$ cat src/rtl/prng_pkg.sv
// Shared definitions for the PRNG histogram monitor: sample width, quantised
// bin code table and the window state encoding.
package prng_pkg;

  localparam int DATA_W   = 16;
  localparam int NUM_BINS = 10;

  // Codes are k*2048/9 in Q5.11, truncated, for k = 0..9
  localparam logic [DATA_W-1:0] BIN_CODE [NUM_BINS] = '{
    16'h0000, 16'h00E3, 16'h01C7, 16'h02AA, 16'h038E,
    16'h0471, 16'h0555, 16'h0638, 16'h071C, 16'h0800
  };

  typedef enum logic [1:0] {
    S_IDLE,
    S_RUN,
    S_DONE
  } state_t;

endpackage

$ cat src/rtl/prng_histogram_monitor_sat_counter.sv
// Saturating up-counter with synchronous clear; clear has priority over increment.
module sat_counter #(
  parameter int CNT_W = 32
) (
  input  logic             clk,
  input  logic             reset,
  input  logic             clr,
  input  logic             inc,
  output logic [CNT_W-1:0] q
);

  logic [CNT_W-1:0] q_q;
  logic [CNT_W-1:0] q_d;

  always_comb begin
    q_d = q_q;
    if (clr) begin
      q_d = '0;
    end else if (inc && (q_q != '1)) begin
      q_d = q_q + CNT_W'(1);
    end
  end

  always_ff @(posedge clk or posedge reset) begin
    if (reset) begin
      q_q <= '0;
    end else begin
      q_q <= q_d;
    end
  end

  assign q = q_q;

endmodule

$ cat src/rtl/prng_histogram_monitor.sv
// Windowed histogram of PRNG samples: exact-match binning into ten quantised
// codes plus an unmatched bin, with a total counter and registered readout.
module prng_histogram_monitor
  import prng_pkg::*;
#(
  parameter int CNT_W = 32
) (
  input  logic              clk,
  input  logic              reset,
  input  logic              start,
  input  logic [CNT_W-1:0]  window_len,
  input  logic              sample_valid,
  input  logic [DATA_W-1:0] sample,
  output logic              busy,
  output logic              done,
  input  logic [3:0]        rd_bin,
  output logic [CNT_W-1:0]  rd_count,
  output logic [CNT_W-1:0]  total_count
);

  localparam int UNM_IDX = NUM_BINS;
  localparam int TOT_IDX = NUM_BINS + 1;

  state_t           state_q, state_d;
  logic             busy_q, busy_d;
  logic             done_q, done_d;
  logic [CNT_W-1:0] len_q, len_d;
  logic [CNT_W-1:0] rd_count_q, rd_count_d;

  logic [NUM_BINS-1:0] hit;
  logic                accept;
  logic                last_sample;
  logic [NUM_BINS+1:0] cnt_inc;
  logic [CNT_W-1:0]    cnt_q [NUM_BINS+2];

  always_comb begin
    hit = '0;
    for (int i = 0; i < NUM_BINS; i++) begin
      hit[i] = (sample == BIN_CODE[i]);
    end
  end

  // start takes priority: a sample arriving with start is never counted
  assign accept      = (state_q == S_RUN) && sample_valid && !start;
  assign last_sample = accept && ((cnt_q[TOT_IDX] + CNT_W'(1)) == len_q);
  assign cnt_inc     = {accept, accept & ~(|hit), {NUM_BINS{accept}} & hit};

  for (genvar g = 0; g < NUM_BINS + 2; g++) begin : g_cnt
    sat_counter #(
      .CNT_W (CNT_W)
    ) u_cnt (
      .clk   (clk),
      .reset (reset),
      .clr   (start),
      .inc   (cnt_inc[g]),
      .q     (cnt_q[g])
    );
  end

  always_ff @(posedge clk or posedge reset) begin
    if (reset) begin
      state_q    <= S_IDLE;
      busy_q     <= 1'b0;
      done_q     <= 1'b0;
      len_q      <= '0;
      rd_count_q <= '0;
    end else begin
      state_q    <= state_d;
      busy_q     <= busy_d;
      done_q     <= done_d;
      len_q      <= len_d;
      rd_count_q <= rd_count_d;
    end
  end

  always_comb begin
    state_d = state_q;
    len_d   = len_q;
    if (start) begin
      len_d   = window_len;
      state_d = (window_len == '0) ? S_DONE : S_RUN;
    end else if (last_sample) begin
      state_d = S_DONE;
    end
  end

  // Flags are derived from the next state so they change on the same edge as the FSM
  always_comb begin
    busy_d = (state_d == S_RUN);
    done_d = (state_d == S_DONE);
  end

  always_comb begin
    rd_count_d = cnt_q[UNM_IDX];
    for (int i = 0; i < NUM_BINS; i++) begin
      if (rd_bin == 4'(i)) begin
        rd_count_d = cnt_q[i];
      end
    end
  end

  assign busy        = busy_q;
  assign done        = done_q;
  assign rd_count    = rd_count_q;
  assign total_count = cnt_q[TOT_IDX];

endmodule

$ cat config.mk
export PLATFORM = sky130hd
export DESIGN_NAME = prng_histogram_monitor
export DESIGN_NICKNAME = d
export VERILOG_FILES = /design/src/rtl/prng_pkg.sv /design/src/rtl/prng_histogram_monitor_sat_counter.sv /design/src/rtl/prng_histogram_monitor.sv
export SDC_FILE = /design/constraint.sdc
export NUM_CORES = 2
export LEC_CHECK = 0
export ABC_AREA = 1
export BUFFER_PORTS_ARGS = -buffer_cell sky130_fd_sc_hd__buf_2
export CAP_MARGIN = 20
export CELL_PAD_IN_SITES_DETAIL_PLACEMENT = 0
export CELL_PAD_IN_SITES_GLOBAL_PLACEMENT = 1
export CORE_MARGIN = 5
export CORE_UTILIZATION = 42
export DETAILED_ROUTE_END_ITERATION = 8
export PLACE_DENSITY = 0.88
export SYNTH_ARGS = -nofsm -noshare
export SYNTH_HDL_FRONTEND = slang
export SYNTH_SLANG_ARGS = --single-unit
$ cat constraint.sdc
create_clock -name clk -period 13.1 [get_ports clk]
set_input_delay 0 -clock clk [delete_from_list [all_inputs] [get_ports clk]]
set_output_delay 0 -clock clk [all_outputs]
set_load 0.1 [all_outputs]
==> metrics.txt <==
status finished with violations; failing checks negative hold slack; cell count after synthesis 4,465; Ys Warns 0; drt wl/cell 20.5 um; Initial DRT Pass Iterations 6; placed insts 5,399; Slowest cell on crit path dlygate4sd3_1; metal3 WL 9430 um; Critical Path, Cell by Cell dlygate4sd3_1, buf_2, nand2_1, dlygate4sd3_1, nor4_1, dlygate4sd3_1, o2111ai_1, dlygate4sd3_1, o31ai_1, dlygate4sd3_1; Worst Path Arrival 3.95 ns; clock power share 0.478; Overall Global Routing Usage 0.282; Tightest Pin Transition 1.10 ns; CP bufs+invs 6; post-layout minimum cycle time 3.37 ns; vias in the first global route 29,800; layout cells sized above 1 0.0774; fmax roughly 300 MHz; Fin Setup TNS 0 ns; Slew Limit Headroom 0.263; synthesized area 30,600 um^2; post-route insts no fill 5,563; worst clock skew between 0.02 and 0.025 ns; EDFF count, synth 0; post-synth top area cell dfrtp_1; met2 wire length 51,300 um; initial antenna violation count 8; post-CTS sizing 0; clock latency on the worst-skew pair 0.65 ns; FP Rows 99; cell mode on critical path dlygate4sd3_1; Pint 2.48 mW; dpl ws 9.38 ns; Max Slew Vio Count 0; period utilization 0.257; HP Class in2reg; Sw Share 0.286; die area 78,400 um^2; routed via count roughly 32,000; CP Class in2reg; CP max FO 8; Reg power frac 0.417; Fin. Hold Viols 1; die height ~280 um; die width approximately 280 um; top-count cell post-synth nand2_1; Max Cap Viol 0; largest net degree at the start of global routing between 150 and 200; Async S/R FF share, synth 1.00; routed vias/inst 5.76; Top FF cell, synth dfrtp_1; met1 WL 49,400 um; CP startpoint kind input port; H-tree Lvls 2; starting density of the core 0.421; Crit path max-delay family buffers and inverters; dpl hpwl 85,900 um; Core Util, Final 0.473; critical path endpoint category flip-flop; Peak VDD IR 146 uV; Mean Syn Cell Area 6.86 um^2; top post-synthesis cells by count nand2_1 (1,079), inv_1 (490), dfrtp_1 (452); WP data required 13.68 ns; Antenna Nets Post-Route 0; Ports approximately 120; leakage 13.5 nW; CTS Sinks 452; first-pass GRT wire length 176,000 um; Synth cell types 65; Fillers ~7,400; final worst slack just under 10 ns; number of buffers created by CTS 55; Power Total between 3 and 4 mW; dpl cell area 31,800 um^2; highest routed metal layer met5; # port buffers 121; PwrDens 101 nW/um^2; synth top area cells dfrtp_1 (37%), nand2_1 (13%), o21ai_0 (6.0%); CTS tree built; unrepaired setup endpoints after global routing no; nets@finish 4,619; Clock Root Buffer clkbuf_16; grt ovf 0; Switch Pwr 0.992 mW; register area share after synthesis 0.369; Yosys reg bits 452; Core Area 72,700 um^2; Post-Syn Nets between 4,000 and 5,000; Layout area overhead 12.2%; RePlAce Congestion 0.971; Worst-path clk slew roughly 0.060 ns; initial detailed-routing violation count 3,668; Routed WL ~110,000 um; Hold Slack -0.00602 ns; post-route cell area between 30,000 and 40,000 um^2; Synth top area share 0.369; Comb pwr share 0.105; CP peak stage delay roughly 0.62 ns; Final setup viols 0; # DRC 0; Longest Clk Path Bufs 3
==> per-layer routing <==
layer  track usage  vias up
li1              -    15200
met1         0.399    15200
met2         0.448     1355
met3        0.0426      229
met4        0.0871        4
met5             0        -
==> power by group through the flow <==
stage,registers [mW],clock network (mW),logic (mW)
3_3_place_gp,1.47,0,0.348
3_5_place_dp,1.47,0,0.350
2_1_floorplan,1.54,0,0.161
5_1_grt,1.45,1.74,0.391
6_report,1.45,1.66,0.366
4_1_cts,1.45,1.68,0.363
==> state kept, by name, indices dropped and copies added (netlist names) <==
name           cells
state_q            2
busy               1
rd_count          32
done               1
g_cnt.u_cnt.q    384
len_q             32
==> tightest hold or removal path: cells and delay by family <==
family	cells	cell delay (ns)
buffers and inverters	1	0.37
and+or+nand+nor	1	0.15
AOI/OAI and AO/OA	1	0.07
==> logic make-up after synthesis <==
kind of cell | share of synthesized area
XOR/XNOR | 0.0309
buffers and inverters | 0.0907
AND/OR/NAND/NOR | 0.346
adder cells (fa/ha/maj) | 0.00490
flip-flops | 0.369
AO/OA/AOI/OAI | 0.159
==> repair_timing <==
| action | CTS | global route |
|---|---|---|
| hold endpoints to repair | 154 | 0 |
| setup buffers | 0 | 0 |
| hold buffers | 53 | 0 |
==> path summary, 6_finish.rpt <==
kind / start / end / slack [ns] / depth (start not counted)
max in group asynchronous: reset / g_cnt[9].u_cnt.q[27] / 10.81 / 5
worst max-delay path: sample[6] / g_cnt[2].u_cnt.q[31] / 9.73 / 10
worst max register to register: g_cnt[5].u_cnt.q[25] / g_cnt[5].u_cnt.q[23] / 9.74 / 10
worst min-delay path: start / len_q[21] / -0.006 / 3
worst min register to register: g_cnt[5].u_cnt.q[5] / g_cnt[5].u_cnt.q[5] / 0.46 / 1
min in group asynchronous: reset / g_cnt[10].u_cnt.q[5] / 0.06 / 3
==> placed cells by master, fill, tap and decap left out, types with 26 or more instances in the layout <==
master            n
nor2_1          433
o22ai_1          29
buf_2           120
nand2_1        1079
dlygate4sd3_1    53
nand4_1         143
buf_4            26
o211ai_1         31
o21ai_0         368
nand3_1         242
a31oi_1          28
a21oi_1         228
clkbuf_16        55
o21a_1           39
o31ai_1          72
inv_1           489
dfrtp_1         452
xor2_1           84
nor4_1           90
nor3_1          254
==> final cells by class <==
| class | instances | area (um^2) | area share |
|---|---|---|---|
| diodes | 6 | 15.0 | 0.000437 |
| clock buffers | 73 | 1550 | 0.0452 |
| clock inverters | 31 | 415 | 0.0121 |
| inverters | 516 | 1950 | 0.0567 |
| multi-input cells | 3324 | 16600 | 0.481 |
| flip-flops and latches | 452 | 11300 | 0.329 |
| well taps | 959 | 1200 | 0.0349 |
| repair buffers | 202 | 1390 | 0.0404 |
Note: power is estimated with default switching activity, not from simulation.
